===== src/rtl/crc_pkg.sv =====
// crc_pkg: shared definitions for the serial CRC engine and its CAN destuffer.
//   crc_state_t     - engine FSM state encoding
//   CAN_CRC15_POLY  - CAN CRC-15 generator polynomial (x^15 term implicit)
//   CAN_CRC15_INIT  - CAN CRC-15 start value
//   CAN_STUFF_LEN   - run length of equal bits after which a stuff bit follows
package crc_pkg;

  typedef enum logic [1:0] {
    ST_IDLE     = 2'd0,
    ST_DATA     = 2'd1,
    ST_TX_SHIFT = 2'd2,
    ST_RX_CRC   = 2'd3
  } crc_state_t;

  localparam logic [14:0] CAN_CRC15_POLY = 15'h4599;
  localparam logic [14:0] CAN_CRC15_INIT = 15'h0000;
  localparam int unsigned CAN_STUFF_LEN  = 5;

endpackage


===== src/rtl/can_destuff.sv =====
// can_destuff: in-line CAN bit destuffer (only built with CRC_DESTUFF_EN).
// Tracks the previous bit and the current run length. Once STUFF_LEN equal
// bits have been seen, the next strobed bit is a stuff bit: it is not passed
// on, and the run restarts at 1 with its value. A stuff bit equal to the
// previous bit is a violation.
// Ports:
//   clk, rst    - clock, synchronous active-high reset
//   clear       - restart run tracking (new frame)
//   din         - serial bit
//   din_valid   - strobe qualifying din (already gated by the caller)
//   absorb      - din is a data bit and should be absorbed (combinational)
//   stuff_err   - din is a stuff bit with the wrong polarity (combinational)
`ifdef CRC_DESTUFF_EN
module can_destuff #(
  parameter int unsigned STUFF_LEN = 5
) (
  input  logic clk,
  input  logic rst,
  input  logic clear,
  input  logic din,
  input  logic din_valid,
  output logic absorb,
  output logic stuff_err
);

  localparam int unsigned RUN_W = $clog2(STUFF_LEN + 1);

  logic             prev_q;
  logic [RUN_W-1:0] run_q;
  logic             stuff_slot;

  assign stuff_slot = (run_q == RUN_W'(STUFF_LEN));
  assign absorb     = din_valid && !stuff_slot;
  assign stuff_err  = din_valid && stuff_slot && (din == prev_q);

  always_ff @(posedge clk) begin
    if (rst || clear) begin
      run_q  <= '0;
      prev_q <= 1'b0;
    end else if (din_valid) begin
      // A stuff bit, the first bit, or a polarity change all start a new run.
      if (stuff_slot || (run_q == '0) || (din != prev_q)) begin
        run_q <= RUN_W'(1);
      end else begin
        run_q <= run_q + RUN_W'(1);
      end
      prev_q <= din;
    end
  end

endmodule
`endif


===== src/rtl/crc_serial_engine.sv =====
// crc_serial_engine: parametrised bit-serial CRC engine (CAN TX/RX datapath).
// Absorbs data bits on din_valid strobes, then either shifts the CRC out
// MSB-first (transmit, check_mode=0) or absorbs the received CRC field and
// reports crc_ok (receive, check_mode=1).
//
// Optional feature macro: CRC_DESTUFF_EN -- in-line CAN destuffing of din in
// DATA and RX_CRC; stuff violations pulse stuff_err and drop to IDLE.
// Without it every strobed bit is absorbed and stuff_err is tied 0.
//
// Ports:
//   clk, rst        - clock, synchronous active-high reset
//   start           - begin new frame (aborts any frame in progress)
//   check_mode      - sampled with start: 0 transmit, 1 receive
//   din, din_valid  - serial data bit and its one-cycle strobe
//   last            - with din_valid: final data bit of the frame
//   crc_bit         - serial CRC output, MSB first
//   crc_bit_valid   - crc_bit is valid
//   crc_bit_ready   - consumer accepts crc_bit
//   crc             - live CRC register
//   busy            - engine is not idle
//   done            - one-cycle end-of-frame pulse
//   crc_ok          - receive result, valid with done, held until next start
//   stuff_err       - one-cycle stuff violation pulse
//
// Handshake: a CRC bit transfers on every rising clk edge where
// crc_bit_valid && crc_bit_ready; crc_bit stays stable while valid is high
// and ready is low; ready without valid has no effect.
module crc_serial_engine
  import crc_pkg::*;
#(
  parameter int unsigned      CRC_W = 15,
  parameter logic [CRC_W-1:0] POLY  = CRC_W'(CAN_CRC15_POLY),
  parameter logic [CRC_W-1:0] INIT  = CRC_W'(CAN_CRC15_INIT)
) (
  input  logic             clk,
  input  logic             rst,
  input  logic             start,
  input  logic             check_mode,
  input  logic             din,
  input  logic             din_valid,
  input  logic             last,
  output logic             crc_bit,
  output logic             crc_bit_valid,
  input  logic             crc_bit_ready,
  output logic [CRC_W-1:0] crc,
  output logic             busy,
  output logic             done,
  output logic             crc_ok,
  output logic             stuff_err
);

  crc_state_t       state_q, state_d;
  logic [CRC_W-1:0] crc_q, crc_d;
  logic [5:0]       cnt_q, cnt_d;
  logic             mode_q, mode_d;
  logic             done_q, done_d;
  logic             ok_q, ok_d;
  logic             serr_q, serr_d;

  logic             bit_strobe;
  logic             absorb;
  logic             stuff_viol;
  logic [CRC_W-1:0] crc_step_v;
  logic             last_cnt;

  function automatic logic [CRC_W-1:0] crc_step(input logic [CRC_W-1:0] c,
                                                input logic             b);
    logic fb;
    fb = c[CRC_W-1] ^ b;
    return {c[CRC_W-2:0], 1'b0} ^ (fb ? POLY : '0);
  endfunction

  // start has priority over a coincident data strobe, so mask it here.
  assign bit_strobe = din_valid && !start &&
                      ((state_q == ST_DATA) || (state_q == ST_RX_CRC));

`ifdef CRC_DESTUFF_EN
  can_destuff #(
    .STUFF_LEN (CAN_STUFF_LEN)
  ) u_destuff (
    .clk       (clk),
    .rst       (rst),
    .clear     (start),
    .din       (din),
    .din_valid (bit_strobe),
    .absorb    (absorb),
    .stuff_err (stuff_viol)
  );
`else
  assign absorb     = bit_strobe;
  assign stuff_viol = 1'b0;
`endif

  assign crc_step_v = crc_step(crc_q, din);
  assign last_cnt   = (cnt_q == 6'(CRC_W - 1));

  always_comb begin
    state_d = state_q;
    crc_d   = crc_q;
    cnt_d   = cnt_q;
    mode_d  = mode_q;
    done_d  = 1'b0;
    ok_d    = ok_q;
    serr_d  = 1'b0;
    if (start) begin
      state_d = ST_DATA;
      crc_d   = INIT;
      cnt_d   = '0;
      mode_d  = check_mode;
      ok_d    = 1'b0;
    end else begin
      unique case (state_q)
        ST_IDLE: begin
        end
        ST_DATA: begin
          if (stuff_viol) begin
            state_d = ST_IDLE;
            serr_d  = 1'b1;
          end else if (absorb) begin
            crc_d = crc_step_v;
            if (last) begin
              state_d = mode_q ? ST_RX_CRC : ST_TX_SHIFT;
              cnt_d   = '0;
            end
          end
        end
        ST_TX_SHIFT: begin
          if (crc_bit_ready) begin
            crc_d = {crc_q[CRC_W-2:0], 1'b0};
            cnt_d = cnt_q + 6'd1;
            if (last_cnt) begin
              state_d = ST_IDLE;
              done_d  = 1'b1;
            end
          end
        end
        ST_RX_CRC: begin
          if (stuff_viol) begin
            state_d = ST_IDLE;
            serr_d  = 1'b1;
          end else if (absorb) begin
            crc_d = crc_step_v;
            cnt_d = cnt_q + 6'd1;
            if (last_cnt) begin
              state_d = ST_IDLE;
              done_d  = 1'b1;
              // Message followed by its own CRC leaves a zero remainder.
              ok_d    = (crc_step_v == '0);
            end
          end
        end
        default: state_d = ST_IDLE;
      endcase
    end
  end

  always_ff @(posedge clk) begin
    if (rst) begin
      state_q <= ST_IDLE;
      crc_q   <= INIT;
      cnt_q   <= '0;
      mode_q  <= 1'b0;
      done_q  <= 1'b0;
      ok_q    <= 1'b0;
      serr_q  <= 1'b0;
    end else begin
      state_q <= state_d;
      crc_q   <= crc_d;
      cnt_q   <= cnt_d;
      mode_q  <= mode_d;
      done_q  <= done_d;
      ok_q    <= ok_d;
      serr_q  <= serr_d;
    end
  end

  assign crc_bit_valid = (state_q == ST_TX_SHIFT);
  assign crc_bit       = crc_bit_valid ? crc_q[CRC_W-1] : 1'b0;
  assign crc           = crc_q;
  assign busy          = (state_q != ST_IDLE);
  assign done          = done_q;
  assign crc_ok        = ok_q;
  assign stuff_err     = serr_q;

endmodule


===== config.mk =====
export PLATFORM = sky130hd
export DESIGN_NAME = crc_serial_engine
export DESIGN_NICKNAME = d
export VERILOG_FILES = /design/src/rtl/crc_pkg.sv /design/src/rtl/can_destuff.sv /design/src/rtl/crc_serial_engine.sv
export SDC_FILE = /design/constraint.sdc
export NUM_CORES = 1
export LEC_CHECK = 0
export ABC_AREA = 1
export CELL_PAD_IN_SITES_DETAIL_PLACEMENT = 1
export CELL_PAD_IN_SITES_GLOBAL_PLACEMENT = 2
export CORE_MARGIN = 1
export CORE_UTILIZATION = 29
export DETAILED_ROUTE_END_ITERATION = 12
export GPL_ROUTABILITY_DRIVEN = 1
export PLACE_DENSITY = 0.84
export SYNTH_ARGS = -nofsm -noshare
export SYNTH_HDL_FRONTEND = slang
export SYNTH_HIERARCHICAL = 1
export SYNTH_SLANG_ARGS = --single-unit

===== constraint.sdc =====
create_clock -name clk -period 2.29 [get_ports clk]
set_clock_uncertainty 0.1 [all_clocks]
set_input_delay 0.458 -clock clk [delete_from_list [all_inputs] [get_ports clk]]
set_output_delay 0.458 -clock clk [all_outputs]
set_load 0.03 [all_outputs]

==> impl_metrics.toml, run 1 <==
[yosys]
synth.cell_area_um2 = 1240
combinational_family_with_the_most_area_after_synthesis = "simple AND/OR/NAND/NOR gates"
ys_warn_count = 6
total_of_flip_flops_plus_latches_after_synthesis = 26
synth-edff-count = 0
netlist.top_cell.by_area = "sky130_fd_sc_hd__dfxtp_1"
yosys.area.top_type_share_pct = 42.0
proportion_of_synthesized_area_in_mux_cells_pct = 0
post_synth_main_area_contributors = "sky130_fd_sc_hd__dfxtp_1, sky130_fd_sc_hd__nand2_1, sky130_fd_sc_hd__a21oi_1"
flip_flop_cell_with_the_highest_count_after_synthesis = "sky130_fd_sc_hd__dfxtp_1"
compound_cell_area_share_of_the_yosys_netlist_pct = 16.1
asyncSetResetFlopFracSynth_pct = 0
post_synth_most_frequent_cells = "sky130_fd_sc_hd__nand2_1, sky130_fd_sc_hd__dfxtp_1, sky130_fd_sc_hd__nor2_1, sky130_fd_sc_hd__a21oi_1, sky130_fd_sc_hd__o21ai_0"
mean_area_per_synthesized_cell_um2 = 7.37
synth-simple-area-share_pct = 25.3
synth-xor-area-share_pct = 6.36
post_synth_num_cell_types = 25
synth.net_count = 178
synth.most_common_cell = "sky130_fd_sc_hd__nand2_1"
postSynthCellCount = 168
seq_area_frac_synth_pct = 42.0
adder_and_majority_cell_fraction_of_the_synthesized_area_pct = 2.02

[place]
portbufs = 27
dp_hpwl_um = 2450
gpl.final_weighted_congestion = 0.774

[routing]
detailedRoute.firstIterationViolations = 68
route.detailed.drc = 0
mean_number_of_vias_per_cell = 4.81
route.antenna.remaining_nets = 0
wire_per_inst_um = 13.3
final_routed_wirelength_across_all_metal_layers_um = 3280
drt_first_pass_iters = 4
via_count = 1183

[power_and_ir_drop]
pwr_density_cell_nw_per_um2 = 639
p_leak_nw = 0.619
vdd.ir_drop.worst_mv = 0.332

[timing]
max_clock_freq_ghz = 0.460
timing_max_transition_violations_final = 0
min_period_over_period_pct = 94.9
final_hold_viol_count = 0
final-setup-viol-count = 0
setup-tns-final_ps = 0
grt_setup_unrepaired = "no"
hold_slack_ps = 389
period_needed_ps = 2170

[clocking]
tritoncts = "done"
post_cts_resize_count = 0
clk_sinks = 26
cts_setup_buffers = 0
clk_root_buffer_cell = "sky130_fd_sc_hd__clkbuf_8"
htreeDepth = 1
worst_setup_hold_path_clk_slew_ps = 90
cts_max_path_buffers = 2
numCtsBuffers = 3
clock_latency_at_the_later_pin_of_the_worst_skew_pair_ps = 270
cts_hold_buf = 0

[setup_path]
max_stage_delay_ps = 680
crit_slowest_cell = "sky130_fd_sc_hd__clkdlybuf4s50_1"
crit_required_ps = 1730
cpLargestDelayFamily = "buffers and inverters"
worstPathCellList = "inv_1 > nor2_1 > clkdlybuf4s50_1"
reg2reg_setup_slack_ps = 750
arr_time_crit_path_ps = 1620
critical_path_class = "flop to output pin"
critical_path_maximum_fanout = 5
setup.worst_path.start_class = "flop"
setup.worst_path.end_class = "output pin"
critical_path_buf_inv_count = 2

[global_route]
global_route.usage.total_pct = 16.3
pin_count_of_the_biggest_net_entering_global_routing = 25
grt-ovfl-total = 0
grt_pass1_wl_um = 5480
first_global_vias = 1195
number_of_antenna_violations_at_the_first_check_in_global_routing = 0

[floorplanning]
die_w_um = 67.4
design.die.area_um2 = 4540
chipHeight_um = 67.4
core_area_um2 = 4060
ioPinCount = 29
core_rows = 23
start_util_pct = 30.5

[finish]
insertedDiodeCount = 0
design.final.nets = 207
drive_gt1_share_pct = 7.65
area_delta_synth_final_pct = 30.7
n_fill_cell = 501

[worst_hold_path]
holdCritPathClass = "flop to flop"

[flow_run]
max_cap_violations = 0

[outcome]
run_status = "finished, final reports clean"
==> state kept, by name (all words and copies together), names as in the netlist <==
register,cells
cnt_q,6
crc_ok,1
crc,15
state_q,2
mode_q,1
done,1
==> per-stage QoR <==
step	utilization, %	cell area, um2	cells	setup WS [ps]	power, mW
after floorplan	-	1240	168	747	0.604
after global placement	38.1	1550	242	208	0.662
after detailed placement	38.1	1550	242	141	0.664
after CTS	39.9	1620	246	80.8	1.05
after global routing	39.9	1620	246	4.98	1.09
final	39.9	1620	246	117	1.03
==> power by group <==
| part | switching, mW | internal (mW) |
|---|---|---|
| Combinational | 0.105 | 0.0648 |
| Clock | 0.147 | 0.234 |
| Sequential | 0.0171 | 0.467 |
==> worst min-delay path: cells and delay by family (launching register included) <==
family	cells	cell delay [ps]
flip-flops	1	330
AO/OA/AOI/OAI	1	60
AND/OR/NAND/NOR	1	60
==> worst paths after layout <==
path	start	endpoint	cells after the start
worst max-delay path	state_q[1]$_SDFFE_PP0P_	crc_bit_valid	3
worst min-delay path	mode_q$_SDFFE_PP0P_	mode_q$_SDFFE_PP0P_	2
worst max register to register	state_q[0]$_SDFFE_PP0P_	cnt_q[1]$_SDFFE_PP0P_	7
worst min register to register	mode_q$_SDFFE_PP0P_	mode_q$_SDFFE_PP0P_	2
==> metal layers <==
layer | track usage [%] | vias up | wire length (um)
met5 | 0 | - | 0
met4 | 3.99 | 0 | 14
met3 | 4.05 | 2 | 81
met2 | 27.5 | 16 | 1590
met1 | 20.6 | 563 | 1590
li1 | - | 602 | -
==> layout by cell type, fill, tap and decap left out <==
cell type / instances
sky130_fd_sc_hd__ha_1: 2
sky130_fd_sc_hd__bufinv_16: 1
sky130_fd_sc_hd__clkbuf_8: 3
sky130_fd_sc_hd__clkdlybuf4s50_1: 27
sky130_fd_sc_hd__nand2_2: 2
sky130_fd_sc_hd__inv_2: 3
sky130_fd_sc_hd__nor2_2: 1
sky130_fd_sc_hd__o22ai_1: 1
sky130_fd_sc_hd__nand3_1: 9
sky130_fd_sc_hd__inv_1: 11
sky130_fd_sc_hd__nand4_1: 3
sky130_fd_sc_hd__nand2_1: 27
sky130_fd_sc_hd__o31ai_1: 1
sky130_fd_sc_hd__buf_4: 3
sky130_fd_sc_hd__conb_1: 1
sky130_fd_sc_hd__a21oi_1: 20
sky130_fd_sc_hd__dfxtp_1: 26
sky130_fd_sc_hd__nor3_1: 2
sky130_fd_sc_hd__and3_1: 1
sky130_fd_sc_hd__o21ai_0: 15
sky130_fd_sc_hd__nor2_4: 2
sky130_fd_sc_hd__nor2_1: 24
sky130_fd_sc_hd__xnor2_1: 1
sky130_fd_sc_hd__o21ai_1: 2
sky130_fd_sc_hd__xor2_1: 8
==> kinds of logic after synthesis <==
| family | after synthesis |
|---|---|
| other cells | 1 |
| simple gates | 71 |
| buf+inv | 20 |
| flops | 26 |
| compound gates | 39 |
| fa+ha+maj | 2 |
| xor+xnor | 9 |
==> final cells by class <==
class	count	area (um2)	area share, %
Clock buffer	3	41.3	2.55
Timing Repair Buffer	30	293	18.1
Multi-Input combinational cell	122	619	38.3
Sequential cell	26	520	32.1
Inverter	14	52.6	3.25
Tap cell	50	62.6	3.86
Clock inverter	1	30.0	1.85
(Power assumes the default switching activity.)
==> run 2, diff against run 1 <==
- CORE_MARGIN: 1 -> 1.5
==> run 2 against run 1 <==
Effect of this change: global-route usage is 0.22 points higher; sequential power hardly changed; die area increased by 3.0%; routed wire length grew 4.4%; critical path type unchanged; power fell by 7.5%.
==> impl_metrics.toml, run 2 (synthesis gave the netlist of run 1 again) <==
[clocking]
cts_hold_buf = 0
tritoncts = "done"
clk_root_buffer_cell = "sky130_fd_sc_hd__clkbuf_8"
worst_setup_hold_path_clk_slew_ps = 90
clk_sinks = 26
clock_latency_at_the_later_pin_of_the_worst_skew_pair_ps = 270
post_cts_resize_count = 0
htreeDepth = 1
numCtsBuffers = 3
cts_setup_buffers = 0
cts_max_path_buffers = 2

[floorplanning]
core_area_um2 = 4060
core_rows = 23
ioPinCount = 29
start_util_pct = 30.5
chipHeight_um = 68.4
design.die.area_um2 = 4670
die_w_um = 68.4

[finish]
layout.cells.non_filler = 246
area_delta_synth_final_pct = 29.4
largest_register_ffs = 15
drive_gt1_share_pct = 7.65
final_core_utilization_pct = 39.5
insertedDiodeCount = 0
final_design_area_no_fill_um2 = 1600
layout.cells.most_common_list = "sky130_fd_sc_hd__nand2_1, sky130_fd_sc_hd__clkdlybuf4s50_1, sky130_fd_sc_hd__dfxtp_1"
design.final.nets = 207

[power_and_ir_drop]
p_leak_nw = 0.612
switchingPower_mw = 0.272
pwr_density_cell_nw_per_um2 = 597
internal-power_mw = 0.685
vdd.ir_drop.worst_mv = 0.273
pwr-share-clk_pct = 31.6
netSwitchingFraction_pct = 28.4
report.power.total_mw = 0.957
p_seq_share_pct = 50.6
share_comb_of_total_power_pct = 17.9

[timing]
final_hold_viol_count = 0
setup-tns-final_ps = 0
hold_slack_ps = 383
period_needed_ps = 2180
final-setup-viol-count = 0
min_period_over_period_pct = 95.2
max_clock_freq_ghz = 0.459
post-route-worst-setup-slack_ps = 110
timing_max_transition_violations_final = 0
grt_setup_unrepaired = "no"

[setup_path]
arr_time_crit_path_ps = 1620
crit_required_ps = 1730
setup.worst_path.end_class = "output pin"
critical_path_maximum_fanout = 5
critical_path_class = "flop to output pin"
setup.worst_path.start_class = "flop"

[routing]
final_routed_wirelength_across_all_metal_layers_um = 3420
mean_number_of_vias_per_cell = 5.00
via_count = 1229
detailedRoute.firstIterationViolations = 49
route.detailed.drc = 0
drt_first_pass_iters = 4
wire_per_inst_um = 13.9
route.antenna.remaining_nets = 0

[worst_hold_path]
holdCritPathClass = "flop to flop"

[place]
place_area_um2 = 1550
gpl.final_weighted_congestion = 0.796
dp_hpwl_um = 2530
dp.cells = 242
worst_slack_at_placement_ps = 126
portbufs = 27

[outcome]
run_status = "finished, final reports clean"

[flow_run]
max_cap_violations = 0

[global_route]
grt-ovfl-total = 0
first_global_vias = 1191
pin_count_of_the_biggest_net_entering_global_routing = 25
global_route.usage.total_pct = 16.5
grt_pass1_wl_um = 5660
number_of_antenna_violations_at_the_first_check_in_global_routing = 0
-- run 2: cell types whose count changed in the layout (fill, tap and decap cells not counted), sizes merged --
cell	before	now
bufinv	1	0
clkbuf	3	4
-- run 2: layout make-up --
type,count,area (um2)
fillers,504,2450
repair buffers,30,293
clock buffers,4,55.1
inverters,14,52.6
flip-flops and latches,26,520
well taps,50,62.6
multi-input cells,122,619
-- run 2: power groups by stage --
stage / clock, mW / sequential [mW] / combinational [mW]
after floorplan: 0 / 0.512 / 0.0919
after global placement: 0 / 0.493 / 0.168
after detailed placement: 0 / 0.494 / 0.172
after CTS: 0.309 / 0.484 / 0.173
after global routing: 0.332 / 0.486 / 0.186
final: 0.302 / 0.484 / 0.171
-- run 2: final timing paths --
kind / start / end / slack, ps / cells past startpoint
worst max-delay path: state_q[1]$_SDFFE_PP0P_ / crc_bit_valid / 110 / 3
worst min-delay path: mode_q$_SDFFE_PP0P_ / mode_q$_SDFFE_PP0P_ / 380 / 2
worst max register to register: state_q[0]$_SDFFE_PP0P_ / cnt_q[1]$_SDFFE_PP0P_ / 740 / 7
worst min register to register: mode_q$_SDFFE_PP0P_ / mode_q$_SDFFE_PP0P_ / 380 / 2
-- run 2: routing by layer --
metal	global-route usage (%)	routed length, um
met5	0	0
met4	6.25	58
met3	4.11	103
met2	28.3	1660
met1	19.7	1600
-- run 2: critical path: stages, from the launching register on --
cell	delay, ps
sky130_fd_sc_hd__dfxtp_1	420
sky130_fd_sc_hd__inv_1	140
sky130_fd_sc_hd__nor2_1	110
sky130_fd_sc_hd__clkdlybuf4s50_1	680
==> run 3, diff against run 2 <==
- CORE_MARGIN: 1.5 -> 2
==> run 3 against run 2 <==
Effect of this change: sequential power is essentially flat; design area grew 1.0%; non-clock buffer count stayed put; global-route usage decreased by 1.9 points; flip-flop and latch count is the same.
==> impl_metrics.toml, run 3 (synthesis gave the netlist of run 1 again) <==
[timing]
max_clock_freq_ghz = 0.459
setup-tns-final_ps = 0
post-route-worst-setup-slack_ps = 110
final-setup-viol-count = 0
grt_setup_unrepaired = "no"
period_needed_ps = 2180
min_period_over_period_pct = 95.2
timing_max_transition_violations_final = 0
final_hold_viol_count = 0

[floorplanning]
design.die.area_um2 = 4810
chipHeight_um = 69.4
die_w_um = 69.4
ioPinCount = 29
core_rows = 23
core_area_um2 = 4060
start_util_pct = 30.5

[clocking]
post_cts_resize_count = 0
clk_sinks = 26
tritoncts = "done"
cts_setup_buffers = 0
clock_latency_at_the_later_pin_of_the_worst_skew_pair_ps = 270
cts_max_path_buffers = 2
cts_hold_buf = 0
clk_root_buffer_cell = "sky130_fd_sc_hd__clkbuf_8"
worst_setup_hold_path_clk_slew_ps = 100
numCtsBuffers = 3
htreeDepth = 1

[finish]
insertedDiodeCount = 0
area_delta_synth_final_pct = 30.7
final_design_area_no_fill_um2 = 1620
layout.cells.most_common_list = "sky130_fd_sc_hd__nand2_1, sky130_fd_sc_hd__clkdlybuf4s50_1, sky130_fd_sc_hd__dfxtp_1"
layout.cells.non_filler = 246
design.final.nets = 207
largest_register_ffs = 15
drive_gt1_share_pct = 7.65

[worst_hold_path]
holdCritPathClass = "flop to flop"
hold_path_startpoint = "mode_q$_SDFFE_PP0P_"
worstHoldPathCells = 2
hold-path-endpoint = "mode_q$_SDFFE_PP0P_"

[setup_path]
reg2reg_setup_slack_ps = 700
setup.worst_path.end_class = "output pin"
regToRegEndpoint = "cnt_q[3]$_SDFFE_PP0P_"
worst_r2r_startpoint = "state_q[0]$_SDFFE_PP0P_"
rr_worst_depth = 7
arr_time_crit_path_ps = 1620
crit_required_ps = 1730
setup.worst_path.start_class = "flop"
critical_path_class = "flop to output pin"
critical_path_maximum_fanout = 5

[flow_run]
max_cap_violations = 0

[power_and_ir_drop]
p_leak_nw = 0.619
pwr_density_cell_nw_per_um2 = 643
pwr-share-clk_pct = 37.3
share_comb_of_total_power_pct = 16.3
netSwitchingFraction_pct = 26.5
vdd.ir_drop.worst_mv = 0.274
internal-power_mw = 0.765
switchingPower_mw = 0.276
p_seq_share_pct = 46.4

[outcome]
run_status = "finished, final reports clean"

[place]
portbufs = 27
dp.cells = 242
gpl.final_weighted_congestion = 0.779
dp_hpwl_um = 2510
place_area_um2 = 1550
worst_slack_at_placement_ps = 121

[global_route]
number_of_antenna_violations_at_the_first_check_in_global_routing = 0
grt-ovfl-total = 0
pin_count_of_the_biggest_net_entering_global_routing = 25
first_global_vias = 1260
grt_pass1_wl_um = 5780
global_route.usage.total_pct = 14.6

[routing]
drt_first_pass_iters = 4
wire_per_inst_um = 13.7
via_count = 1194
route.detailed.drc = 0
route.antenna.remaining_nets = 0
mean_number_of_vias_per_cell = 4.85
detailedRoute.firstIterationViolations = 38
final_routed_wirelength_across_all_metal_layers_um = 3380
==> run 3: cell count changes in the layout (fill, tap and decap cells not counted) <==
cell and delta:
sky130_fd_sc_hd__bufinv_16 +1, sky130_fd_sc_hd__clkbuf_8 -1
==> run 3: routing by layer <==
layer	up-vias	routed length (um)	global-route usage (%)
met5	-	0	0
met3	2	65	2.62
met1	577	1650	19.0
met4	0	14	4.79
li1	602	-	-
met2	13	1650	24.4
==> run 3: stage by stage <==
| step | power [mW] | hold slack [ps] | util [%] |
|---|---|---|---|
| CTS | 1.05 | 389 | 39.9 |
| global placement | 0.662 | 374 | 38.1 |
| global route | 1.09 | 417 | 39.9 |
| floorplan | 0.604 | 333 | - |
| detailed placement | 0.664 | 372 | 38.1 |
| finish | 1.04 | 386 | 39.9 |
==> run 3: worst max-delay path, cell delays in order (launching register included) <==
cell                              delay, ps
sky130_fd_sc_hd__dfxtp_1                410
sky130_fd_sc_hd__inv_1                  140
sky130_fd_sc_hd__nor2_1                 120
sky130_fd_sc_hd__clkdlybuf4s50_1        680
==> run 3: final cells by class <==
class,count,area [um2]
multi-input combinational,122,619
timing repair buffer,30,293
sequential,26,520
inverter,14,52.6
fill,494,2440
clock buffer,3,41.3
clock inverter,1,30.0
tap,50,62.6
==> run 3: how the worst max path moves through the flow <==
stage / start / endpoint / depth (start not counted)
after detailed placement: start / cnt_q[3]$_SDFFE_PP0P_ / 9
after floorplan: state_q[1]$_SDFFE_PP0P_ / crc_bit_valid / 3
after global placement: start / cnt_q[1]$_SDFFE_PP0P_ / 9
after CTS: state_q[1]$_SDFFE_PP0P_ / crc_bit_valid / 3
final: state_q[1]$_SDFFE_PP0P_ / crc_bit_valid / 3
after global routing: state_q[1]$_SDFFE_PP0P_ / crc_bit_valid / 3
==> run 3: power by group through the flow <==
stage	Combinational, mW	Clock (mW)	Sequential, mW
final	0.170	0.388	0.483
after global routing	0.187	0.420	0.486
after CTS	0.173	0.398	0.483
after detailed placement	0.171	0	0.493
after global placement	0.169	0	0.493
after floorplan	0.0919	0	0.512
